$ cat src/rtl/apple2_video_timing_gen.sv
// apple2_video_timing_gen: Apple //e style phase clocks, scan counters, blank/sync/burst gates, line IRQ, frame count
//   CLK_14M, RESET_N (async, active low), BURST_EN, VINT_LINE[8:0]
//   -> CLK_7M, COLOR_REF, Q3, PHI0, CPU_CE, H_CNT[6:0], V_CNT[8:0], HBLANK, VBLANK,
//      WNDW_N, HSYNC, VSYNC, SYNC_N, BURST, VINT, FRAME_CNT[FRAME_W-1:0]
module apple2_video_timing_gen #(
  parameter logic [8:0] V_FIRST    = 9'h0FA,
  parameter bit         LONG_CYCLE = 1'b1,
  parameter int         FRAME_W    = 8
) (
  input  logic               CLK_14M,
  input  logic               RESET_N,
  input  logic               BURST_EN,
  input  logic [8:0]         VINT_LINE,
  output logic               CLK_7M,
  output logic               COLOR_REF,
  output logic               Q3,
  output logic               PHI0,
  output logic               CPU_CE,
  output logic [6:0]         H_CNT,
  output logic [8:0]         V_CNT,
  output logic               HBLANK,
  output logic               VBLANK,
  output logic               WNDW_N,
  output logic               HSYNC,
  output logic               VSYNC,
  output logic               SYNC_N,
  output logic               BURST,
  output logic               VINT,
  output logic [FRAME_W-1:0] FRAME_CNT
);
  logic [3:0] ph, ph_nxt, ph_fin;
  logic       step;
  logic [6:0] h_nxt;
  logic [8:0] v_nxt;
  logic       hbl, vbl, hs, vs;
  // H_CNT is stable whenever ph_nxt can be final, so the current line position decides both finals
  always_comb begin
    ph_fin = (LONG_CYCLE && H_CNT == 7'h7F) ? 4'd15 : 4'd13;
    step   = ph == ph_fin;
    ph_nxt = step ? 4'd0 : ph + 4'd1;
    h_nxt  = H_CNT == 7'h00 ? 7'h40 : H_CNT + 7'd1;
    v_nxt  = H_CNT != 7'h7F ? V_CNT : V_CNT == 9'h1FF ? V_FIRST : V_CNT + 9'd1;
    hbl    = ~(h_nxt[5] | (h_nxt[4] & h_nxt[3]));
    vbl    = ~v_nxt[8] | (v_nxt[7] & v_nxt[6]);
    hs     = hbl & h_nxt[3] & ~h_nxt[2];
    vs     = vbl & (v_nxt[5:2] == 4'b1000) & (h_nxt[5] | h_nxt[4] | h_nxt[3]);
  end
  always_ff @(posedge CLK_14M or negedge RESET_N)
    if (!RESET_N) begin
      ph        <= 4'd0;
      CLK_7M    <= 1'b0;
      COLOR_REF <= 1'b0;
      Q3        <= 1'b1;
      PHI0      <= 1'b0;
      CPU_CE    <= 1'b0;
      H_CNT     <= 7'h00;
      V_CNT     <= V_FIRST;
      FRAME_CNT <= '0;
      HBLANK    <= 1'b1;
      VBLANK    <= 1'b1;
      WNDW_N    <= 1'b1;
      HSYNC     <= 1'b0;
      VSYNC     <= 1'b0;
      SYNC_N    <= 1'b1;
      BURST     <= 1'b0;
      VINT      <= 1'b0;
    end else begin
      ph        <= ph_nxt;
      CLK_7M    <= ~CLK_7M;
      COLOR_REF <= COLOR_REF ^ CLK_7M;
      PHI0      <= ph_nxt >= 4'd7;
      Q3        <= (ph_nxt <= 4'd3) || (ph_nxt >= 4'd7 && ph_nxt <= 4'd10);
      CPU_CE    <= ph_nxt == ph_fin;
      VINT      <= 1'b0;
      if (step) begin
        H_CNT  <= h_nxt;
        V_CNT  <= v_nxt;
        HBLANK <= hbl;
        VBLANK <= vbl;
        WNDW_N <= hbl | vbl;
        HSYNC  <= hs;
        VSYNC  <= vs;
        SYNC_N <= ~(hs | vs);
        BURST  <= hbl & h_nxt[3] & h_nxt[2] & BURST_EN;
        VINT   <= h_nxt == 7'h00 && v_nxt == VINT_LINE;
        if (H_CNT == 7'h7F && V_CNT == 9'h1FF) FRAME_CNT <= FRAME_CNT + FRAME_W'(1);
      end
    end
endmodule

$ cat config.mk
export PLATFORM = sky130hd
export DESIGN_NAME = apple2_video_timing_gen
export DESIGN_NICKNAME = d
export VERILOG_FILES = /design/src/rtl/apple2_video_timing_gen.sv
export SDC_FILE = /design/constraint.sdc
export NUM_CORES = 1
export LEC_CHECK = 0
export BUFFER_PORTS_ARGS = -buffer_cell sky130_fd_sc_hd__buf_2
export CAP_MARGIN = 30
export CELL_PAD_IN_SITES_DETAIL_PLACEMENT = 0
export CELL_PAD_IN_SITES_GLOBAL_PLACEMENT = 1
export CORE_UTILIZATION = 45
export DETAILED_ROUTE_END_ITERATION = 8
export HOLD_SLACK_MARGIN = 0.05
export PLACE_DENSITY = 0.89
export SLEW_MARGIN = 20
export SYNTH_ARGS = -nofsm -noshare
export SYNTH_HDL_FRONTEND = slang
export SYNTH_SLANG_ARGS = --single-unit
$ cat constraint.sdc
create_clock -name CLK_14M -period 6.4 [get_ports CLK_14M]
set_input_delay 0.64 -clock CLK_14M [delete_from_list [all_inputs] [get_ports CLK_14M]]
set_output_delay 0.64 -clock CLK_14M [all_outputs]
set_load 0.03 [all_outputs]
==> Word-level counts from Yosys, hierarchy flattened <==
Index checks and enable logic that the tools add are counted.
{ "word_totals": {"ff_bits": 41} }
{ "op_classes": {"bitwise": 20, "n_eq_ne": 7, "addsub": 4, "mux": 6, "n_reduce_logical": 7, "magnitude_cmp": 3} }
{ "ops": {"columns": ["operator", "count"], "rows": [
  ["two-way mux 9 bit", 2],
  ["logical NOT 7 bit", 2],
  ["adder 9 x 1 -> 9 bit, second input constant", 1],
  ["== test 9 bit", 1],
  ["== test 9 bit, second input constant", 1],
  ["adder 8 x 1 -> 8 bit, second input constant", 1],
  ["bitwise AND 1 bit", 8],
  ["== test 4 bit", 2],
  ["adder 7 x 1 -> 7 bit, second input constant", 1],
  ["== test 7 bit, second input constant", 1],
  ["two-way mux 7 bit", 1],
  ["!= test 7 bit, second input constant", 1],
  ["bitwise OR 1 bit", 6],
  ["inverter 1 bit", 5],
  ["adder 4 x 1 -> 4 bit, second input constant", 1],
  ["== test 4 bit, second input constant", 1],
  ["greater-or-equal comparator 4 x 3 -> 1 bit, second input constant", 1],
  ["<= comparator 4 x 2 -> 1 bit, second input constant", 1],
  ["<= comparator 4 bit, second input constant", 1],
  ["two-way mux 4 bit", 1],
  ["logical AND 1 bit", 3],
  ["two-way mux 2 bit", 1],
  ["AND reduction 2 bit", 1],
  ["logical OR 1 bit", 1],
  ["other kinds (2)", 2]
]} }

==> Longest topological paths before layout <==
Gate-level depths: netlist of the first run.
{ "depth": {"word_depth": 9, "mapped_depth": 11, "depth_no_buf": 10} }

==> Worst setup path before layout of the first run <==
No wires, ideal clock.
{ "synth_timing": {"kind": "reg2reg", "start": "register V_CNT[0]", "end": "register VINT", "arrival_time_ns": 2.675, "path_stages_with_launch": 10, "period_less_slack_ns": 2.770, "setup_slack_ns": 3.630, "cell_sequence": "dfrtp_1 > ha_1 > nand4_1 > nor2_1 > ha_1 > or3_4 > o22ai_2 > o22ai_1 > or4_1 > nor4_2"} }
{ "synth_via": {"elab_chain_len": 6} }
{ "synth_lines": {"columns": ["item", "line", "text"], "rows": [
  ["start, declared", "20", "output logic [8:0] V_CNT,"],
  ["start signal, assigned", "77", "V_CNT <= v_nxt;"],
  ["adder 9 x 1 -> 9 bit or == test 9 bit (tied branches)", "42", "v_nxt = H_CNT != 7'h7F ? V_CNT : V_CNT == 9'h1FF ? V_FIRST : V_CNT + 9'd1;"],
  ["two-way mux 9 bit", "42", null],
  ["two-way mux 9 bit *", "42", null],
  ["== test 9 bit *", "85", "VINT <= h_nxt == 7'h00 && v_nxt == VINT_LINE;"],
  ["logical AND 1 bit *", "85", null],
  ["two-way mux 1 bit *", "75", "if (step) begin"],
  ["end signal, assigned", "66", "VINT <= 1'b0;"],
  ["end signal, assigned", "74", "VINT <= 1'b0;"],
  ["end signal, assigned", "85", null],
  ["end, declared", "28", "output logic VINT,"]
]} }
Every way passes the cells marked *; elsewhere a longest branch is shown, timed or not.
A chain may end at the register's enable or synchronous reset.

==> Worst setup path after layout of the first run <==
Ends and elaborated chain as after synthesis.

==> summary.txt, run 1 <==
Placed design
  • Detailed Place HPWL: 4325 um
  • Placed cell count: between 300 and 400
  • Count of port buffers added during placement: 48
  • Final weighted congestion of routability-driven global placement: ~0.91

Run
  • Max_cap viols: 0

Synthesis
  • Async set-reset flop share out of synthesis: 100.0%
  • Post-synthesis instance total: about 280
  • Count of distinct cell types in the synthesized netlist: 51
  • Post-synthesis cell area: between 0.002 and 0.0025 mm2
  • Register area share after synthesis: about two fifths
  • Number of nets produced by synthesis: about 300
  • Number of synthesized flops with an enable pin: 0
  • Mean post-synth cell area: 8.929 um2
  • Seq cells post-synth: 41
  • Top flip-flop cell by instance count after synthesis: sky130_fd_sc_hd__dfrtp_1
  • Synth warnings: 0

Floorplanning
  • Core footprint: 0.005205 mm2
  • Horiz. Die Dim: 76.27 um
  • Die Outline Area: 0.005817 mm2
  • Die height: 76.27 um
  • Initial cell density of the core: 47.69%
  • Ports placed on the boundary: 49
  • Number of core rows: 26

Power and ir drop
  • Total power per unit cell area: 169.7 mW/mm2
  • Maximum ir drop on the vdd rail: 0.0001576 V
  • Leak pwr: 1.280 nW

Routing
  • DR pass1 iterations: 4
  • Sum of routed wire length over all layers: between 6000 and 7000 um
  • Via Count: 2,283
  • DRC: 0
  • Post-detailed-route wirelength per cell: 15.95 um
  • Via density per instance: slightly below 6
  • Post-route antenna net violation count: 0
  • DRT iter0 DRCs: 228

Worst setup path
  • Path depth of the worst reg2reg path: 9
  • Maximum net fanout on the critical path: 15
  • Worst Setup SP: V_CNT[0]
  • Type of origin of the critical path: register
  • Startpoint of the worst-slack reg-to-reg timing path: V_CNT[0]
  • CP Data Arrival Time: 3.34 ns
  • Capture instance of the worst register-to-register path: VINT
  • Setup crit end kind: register
  • Internal reg-to-reg setup slack: around 3.3 ns
  • Critical Path End: VINT
  • Required time at the worst-slack endpoint: 6.60 ns
  • WS Path Type: register to register

Clock tree
  • TritonCTS sink count: 41
  • CTS tree: built
  • Count of instances resized after the clock tree is built: 0
  • # hold bufs at CTS: 0
  • Max Buffers Root-to-Sink: 2
  • Number of CTS-inserted buffers: 5
  • Post-CTS setup repair buffer count: 0
  • Clk Latency, worst-skew pair: 0.29 ns
  • CTS H-Tree Depth: 2
  • Clk slew on worst S/H paths: roughly 0.08 ns
  • Root buf cell: sky130_fd_sc_hd__clkbuf_8

Min path
  • Type of the tightest min-delay check: primary input to async pin

Global route
  • Wire length of the first global-routing pass: 10,860 um
  • Remaining global-route overflow: 0
  • Number of global-route vias before repair: roughly 2.2k
  • Pin count of the biggest net entering global routing: 42
  • Number of antenna violations at the first check in global routing: 0
  • Overall fraction of global-route tracks in use: 23.08%

STA
  • Max-slew violation count: 0
  • Final hold vios: 0
  • Final worst path period need: 3.141 ns
  • Sum Neg Setup Slack: 0 ns
  • Setup repair after global routing missed its margin: no
  • Worst-margin pin slew: 0.5511 ns
  • Number of setup violations in the final report: 0
  • Post-route clock period utilization: between 40% and 50%
  • Max_slew headroom: 62.96%
  • Setup Skew: 0.006273 ns
  • Achievable Freq: 0.3184 GHz

Finish
  • Layout cells sized above 1: around 24%
  • Number of non-filler instances in the completed layout: a little under 400
  • Layout net count: 333
  • Layout area overhead: 15.83%
  • Antenna diode count: 0

Status
  • Result of the run: completed
## worst min-delay path by stage
stage,end,slack [ns],depth (start not counted)
floorplan,BURST,0.34,0
global placement,CLK_7M,0.44,1
detailed placement,COLOR_REF,0.45,1
CTS,COLOR_REF,0.47,1
global route,PHI0,0.20,1
finish,V_CNT[8],0.19,1
## layout by cell type, fill, tap and decap left out, types with 2 or more instances in the layout
| cell type | instances |
|---|---|
| sky130_fd_sc_hd__or4_1 | 2 |
| sky130_fd_sc_hd__ha_1 | 6 |
| sky130_fd_sc_hd__xor2_1 | 10 |
| sky130_fd_sc_hd__nand4_1 | 7 |
| sky130_fd_sc_hd__o211ai_1 | 4 |
| sky130_fd_sc_hd__dfrtp_1 | 30 |
| sky130_fd_sc_hd__and4_1 | 3 |
| sky130_fd_sc_hd__a31oi_1 | 11 |
| sky130_fd_sc_hd__o21ai_1 | 9 |
| sky130_fd_sc_hd__buf_2 | 48 |
| sky130_fd_sc_hd__and3_1 | 5 |
| sky130_fd_sc_hd__dfstp_2 | 11 |
| sky130_fd_sc_hd__and2_1 | 3 |
| sky130_fd_sc_hd__nor2_1 | 19 |
| sky130_fd_sc_hd__nor4_1 | 3 |
| sky130_fd_sc_hd__mux2_1 | 2 |
| sky130_fd_sc_hd__nor3_1 | 13 |
| sky130_fd_sc_hd__a21o_1 | 3 |
| sky130_fd_sc_hd__a41oi_1 | 2 |
| sky130_fd_sc_hd__o21bai_1 | 2 |
| sky130_fd_sc_hd__xnor2_1 | 12 |
| sky130_fd_sc_hd__o31ai_1 | 3 |
| sky130_fd_sc_hd__nand2b_1 | 3 |
| sky130_fd_sc_hd__o22ai_1 | 2 |
| sky130_fd_sc_hd__nand3_1 | 11 |
| sky130_fd_sc_hd__nand3b_1 | 2 |
| sky130_fd_sc_hd__o21ai_0 | 13 |
| sky130_fd_sc_hd__mux2i_1 | 2 |
| sky130_fd_sc_hd__clkbuf_8 | 6 |
| sky130_fd_sc_hd__nand4b_1 | 2 |
| sky130_fd_sc_hd__nand2_1 | 29 |
| sky130_fd_sc_hd__inv_1 | 5 |
| sky130_fd_sc_hd__nor4_2 | 2 |
| sky130_fd_sc_hd__a21oi_1 | 10 |
## Yosys cell counts, types with 2 or more instances
master / n / share of area, %
sky130_fd_sc_hd__a21oi_1: 10 / 2.0
sky130_fd_sc_hd__or4_1: 2 / 0.60
sky130_fd_sc_hd__xnor2_1: 12 / 4.2
sky130_fd_sc_hd__dfstp_2: 11 / 12
sky130_fd_sc_hd__buf_2: 3 / 0.60
sky130_fd_sc_hd__a31oi_1: 11 / 2.8
sky130_fd_sc_hd__and4_1: 3 / 1.1
sky130_fd_sc_hd__mux2_1: 2 / 0.91
sky130_fd_sc_hd__nand3_1: 11 / 2.2
sky130_fd_sc_hd__nor2_1: 19 / 2.9
sky130_fd_sc_hd__nor3_1: 13 / 2.6
sky130_fd_sc_hd__xor2_1: 10 / 3.5
sky130_fd_sc_hd__o31ai_1: 3 / 0.91
sky130_fd_sc_hd__o21ai_0: 13 / 2.6
sky130_fd_sc_hd__nand2b_1: 3 / 0.76
sky130_fd_sc_hd__o211ai_1: 4 / 1.2
sky130_fd_sc_hd__mux2i_1: 2 / 0.81
sky130_fd_sc_hd__nand4_1: 7 / 1.8
sky130_fd_sc_hd__nand3b_1: 2 / 0.60
sky130_fd_sc_hd__o22ai_1: 2 / 0.50
sky130_fd_sc_hd__nand2_1: 29 / 4.4
sky130_fd_sc_hd__a41oi_1: 2 / 0.71
sky130_fd_sc_hd__nor4_1: 3 / 0.76
sky130_fd_sc_hd__nand4b_1: 2 / 0.71
sky130_fd_sc_hd__o21ai_1: 9 / 1.8
sky130_fd_sc_hd__and3_1: 5 / 1.3
sky130_fd_sc_hd__dfrtp_1: 30 / 30
sky130_fd_sc_hd__nor4_2: 2 / 1.0
sky130_fd_sc_hd__and2_1: 3 / 0.76
sky130_fd_sc_hd__ha_1: 6 / 3.0
sky130_fd_sc_hd__a21o_1: 3 / 0.91
sky130_fd_sc_hd__o21bai_1: 2 / 0.60
sky130_fd_sc_hd__clkbuf_1: 17 / 2.6
sky130_fd_sc_hd__inv_1: 5 / 0.76
## through the flow
step	total power, W	setup slack, ns	util, %	hold WS [ns]	area (um2)
after global placement	0.0002783	3.388	52.62	0.4441	2739
after detailed placement	0.0002784	3.297	52.62	0.4549	2739
after CTS	0.0004923	3.276	54.86	0.4719	2855
after global routing	0.0005087	2.964	55.24	0.2019	2875
final	0.0004878	3.259	55.24	0.1925	2875
after floorplan	0.0002675	3.630	-	0.3444	2482
## power by group
| group | internal, W | switching, W | leakage [nW] |
|---|---|---|---|
| combinational | 0.00000591 | 0.00000957 | 0.721 |
| sequential | 0.000259 | 0 | 0.501 |
| clock | 0.000127 | 0.0000860 | 0.0585 |
| total | 0.000392 | 0.0000955 | 1.28 |
## flip-flops by register name, summed over array words and instances, names as in the netlist, 4 cells and up
name,cells
ph,4
V_CNT,9
FRAME_CNT,8
H_CNT,7
## worst max-delay path, stage by stage (launching register included)
cell	delay [ns]
sky130_fd_sc_hd__dfrtp_1	0.50
sky130_fd_sc_hd__ha_1	0.35
sky130_fd_sc_hd__nand4_1	0.19
sky130_fd_sc_hd__nor2_1	0.07
sky130_fd_sc_hd__ha_1	0.36
sky130_fd_sc_hd__or3_4	0.49
sky130_fd_sc_hd__o22ai_2	0.21
sky130_fd_sc_hd__o22ai_1	0.10
sky130_fd_sc_hd__or4_1	0.53
sky130_fd_sc_hd__nor4_2	0.25
## cells by family (layout without fill, tap and decap cells)
family                     Yosys count  after routing  synth area share, %
and+or+nand+nor                    114            114                24.80
AOI/OAI and AO/OA                   65             65                16.43
DFF                                 41             41                41.89
buffers and inverters               25             63                3.931
xor gates and xnor gates            22             22                7.762
adders and majority gates            6              6                3.024
muxes                                5              5                2.167
## cell type report
type | instances | area, um2
clock buffers | 7 | 86.33
clock inverters | 1 | 30.03
fillers | 505 | 2330
inverters | 5 | 18.77
multi-input cells | 212 | 1345
flip-flops and latches | 41 | 1040
well taps | 70 | 87.58
repair buffers | 50 | 267.8
## layer usage
layer,up-vias,track usage [%],wire length [um]
met2,94,33.15,2813
met4,0,8.269,104
li1,1081,-,-
met1,1097,34.00,2812
met3,11,4.910,425
met5,-,0,0
Power figures use the tool's default switching activity.
==> run 2, diff against run 1 <==
--- a/config.mk
+++ b/config.mk
@@ -9,10 +9,10 @@
 export CAP_MARGIN = 30
 export CELL_PAD_IN_SITES_DETAIL_PLACEMENT = 0
 export CELL_PAD_IN_SITES_GLOBAL_PLACEMENT = 1
-export CORE_UTILIZATION = 45
+export CORE_UTILIZATION = 37
 export DETAILED_ROUTE_END_ITERATION = 8
 export HOLD_SLACK_MARGIN = 0.05
-export PLACE_DENSITY = 0.89
+export PLACE_DENSITY = 0.78
 export SLEW_MARGIN = 20
 export SYNTH_ARGS = -nofsm -noshare
 export SYNTH_HDL_FRONTEND = slang
==> constraint.sdc (replaced) <==
create_clock -name CLK_14M -period 2.55 [get_ports CLK_14M]
set_input_delay 0.255 -clock CLK_14M [delete_from_list [all_inputs] [get_ports CLK_14M]]
set_output_delay 0.255 -clock CLK_14M [all_outputs]
set_load 0.03 [all_outputs]
==> run 2 against run 1 <==
Effect of this change:
- the flow now finishes with violations (DRC)
- maximum frequency up 27%
- power up 140%
- sequential power rose to 2.5 times the previous value
- clock power up 110%
- hold slack better by 0.0041 ns
- first-iteration DRC count down 18%
- count of clock-buffer cells in the layout down 2
- utilization down 6.9 points
- die area up 21%
- clock skew down 0.0020 ns
- global-route usage down 3.5 points
- register-to-register slack worse by 3.2 ns
- largest power group unchanged
==> summary.txt, run 2 (synthesis results as in run 1) <==
Finish
  • Leading cell type in the layout, fill and taps excluded: sky130_fd_sc_hd__buf_2
  • Number of non-filler instances in the completed layout: 418
  • Layout net count: 358
  • Register cell area after layout: 0.001042 mm2
  • Register with the most flip-flops: V_CNT
  • Largest registers: V_CNT: 9 flops, FRAME_CNT: 8 flops, H_CNT: 7 flops
  • Layout cells sized above 1: 31.38%
  • Max FFs per register: 9
  • Layout area overhead: 25.00%
  • Final Util: 48.31%
  • FILL cells: 628
  • Most frequent cells in the layout: sky130_fd_sc_hd__buf_2 (48), sky130_fd_sc_hd__nand2_1 (29), sky130_fd_sc_hd__dfrtp_1 (28)
  • Antenna diode count: 0
  • Area of the multi-input gates: 0.001385 mm2

Global route
  • Number of antenna violations at the first check in global routing: 0
  • Wire length of the first global-routing pass: 10,830 um
  • Global Route met1 Usage: 27.57%
  • Pin count of the biggest net entering global routing: between 40 and 50
  • GR peak layer: met2
  • Number of global-route vias before repair: 2,110
  • Met2 Use GR: 30.10%
  • Remaining global-route overflow: 0
  • Overall fraction of global-route tracks in use: 19.59%
  • Met3 global-route usage: between 4 and 5%

STA
  • Final worst path period need: 2.469 ns
  • Setup Skew: between 0.004 and 0.005 ns
  • Least setup slack across all paths after layout: 0.08085 ns
  • Number of setup violations in the final report: 0
  • Achievable Freq: 0.4050 GHz
  • Worst-margin pin slew: 0.4360 ns
  • Sum Neg Setup Slack: 0 ns
  • Max-slew violation count: 0
  • Post-route clock period utilization: between 90 and 100%
  • Final hold vios: 0
  • Max_slew headroom: 70.93%

Clock tree
  • CTS tree: built
  • Post-CTS setup repair buffer count: 0
  • CTS H-Tree Depth: 2
  • TritonCTS sink count: 41
  • Number of CTS-inserted buffers: 5
  • Clk slew on worst S/H paths: 0.09 ns
  • Clk Latency, worst-skew pair: 0.31 ns
  • Root buf cell: sky130_fd_sc_hd__clkbuf_8
  • Max Buffers Root-to-Sink: 2

Floorplanning
  • Ports placed on the boundary: 49
  • Initial cell density of the core: 38.65%
  • Core footprint: 0.006422 mm2
  • Die Outline Area: 0.007041 mm2
  • Number of core rows: 29
  • Horiz. Die Dim: 83.91 um
  • Die height: around 84 um

Worst setup path
  • CP Data Arrival Time: 2.69 ns
  • Required time at the worst-slack endpoint: 2.77 ns
  • Maximum net fanout on the critical path: 10
  • Setup crit end kind: register
  • Type of origin of the critical path: register
  • WS Path Type: register to register

Routing
  • Post-detailed-route wirelength per cell: 15.65 um
  • Via Count: 2,290
  • Post-route antenna net violation count: 0
  • Via density per instance: 5.478
  • DRC: 9
  • DRT iter0 DRCs: ~190
  • DR pass1 iterations: 6
  • Sum of routed wire length over all layers: 6540 um

Placed design
  • Count of port buffers added during placement: 48
  • Detailed Place HPWL: 4789 um
  • Worst slack after detailed placement: 0.08061 ns
  • Placed cell count: 408
  • Final weighted congestion of routability-driven global placement: between 0.8 and 0.9

Status
  • Failing checks: DRC
  • Result of the run: complete, but fails checks

Min path
  • Type of the tightest min-delay check: primary input to register

Power and ir drop
  • Maximum ir drop on the vdd rail: 0.0001775 V
  • Tot Pwr: 0.001147 W
  • Leak pwr: 1.396 nW
  • Total power per unit cell area: 369.6 mW/mm2

Run
  • Max_cap viols: 0
==> run 2: cell types whose count changed in the layout (fill, tap and decap cells not counted), sizes merged <==
cell	before	now
clkbuf	7	5
buf	50	74
inv	5	6
dlygate4sd3	0	1
bufinv	1	0
clkinv	0	1
clkinvlp	0	1
==> run 2: area by class of cell <==
type | count | share of cell area [%]
timing repair buffer | 75 | 15.16
inverter | 5 | 0.6048
clock buffer | 5 | 2.218
tap | 77 | 3.105
multi-input combinational | 212 | 44.64
clock inverter | 3 | 0.6855
sequential | 41 | 33.59
==> run 2: repair_timing <==
item	in CTS	in global routing
hold endpoints to repair	0	3
setup endpoints to repair	0	3
hold buffers	0	1
gates resized for setup	0	2
==> run 2: worst paths after layout <==
check	start	endpoint	slack, ns	cells past startpoint
hold reg to reg	CLK_7M	CLK_7M	0.46	1
min in group asynchronous	RESET_N	V_CNT[8]	0.34	2
hold / removal	BURST_EN	BURST	0.20	3
setup reg to reg	V_CNT[0]	VINT	0.08	9
max in group asynchronous	RESET_N	V_CNT[3]	1.69	3
setup / recovery	V_CNT[0]	VINT	0.08	9
==> run 2: stage by stage <==
step           hold slack, ns  area [um2]
6_report               0.1965        3103
5_1_grt                0.2027        3103
4_1_cts                0.1240        3060
3_5_place_dp           0.4517        2970
3_3_place_gp           0.4434        2970
2_1_floorplan        -0.04059        2515
==> run 2: worst max-delay path, cell delays in order, from the launching register on <==
cell	delay, ns
sky130_fd_sc_hd__dfrtp_2	0.43
sky130_fd_sc_hd__ha_4	0.16
sky130_fd_sc_hd__nand4_1	0.14
sky130_fd_sc_hd__nor2_2	0.07
sky130_fd_sc_hd__ha_4	0.20
sky130_fd_sc_hd__or3_4	0.41
sky130_fd_sc_hd__o22ai_4	0.20
sky130_fd_sc_hd__o22ai_1	0.09
sky130_fd_sc_hd__or4_1	0.53
sky130_fd_sc_hd__nor4_2	0.15
==> run 2: power by group <==
group / internal, W / switching, W / leakage [nW]
registers: 0.000651 / 0 / 0.497
logic: 0.0000158 / 0.0000238 / 0.854
clock network: 0.000195 / 0.000262 / 0.0445
total: 0.000861 / 0.000286 / 1.40
==> run 2: routing by layer <==
layer	vias to the layer above	wire (um)
met5	-	0
met1	1089	3092
met3	8	270
met2	56	3073
met4	0	102
li1	1137	-
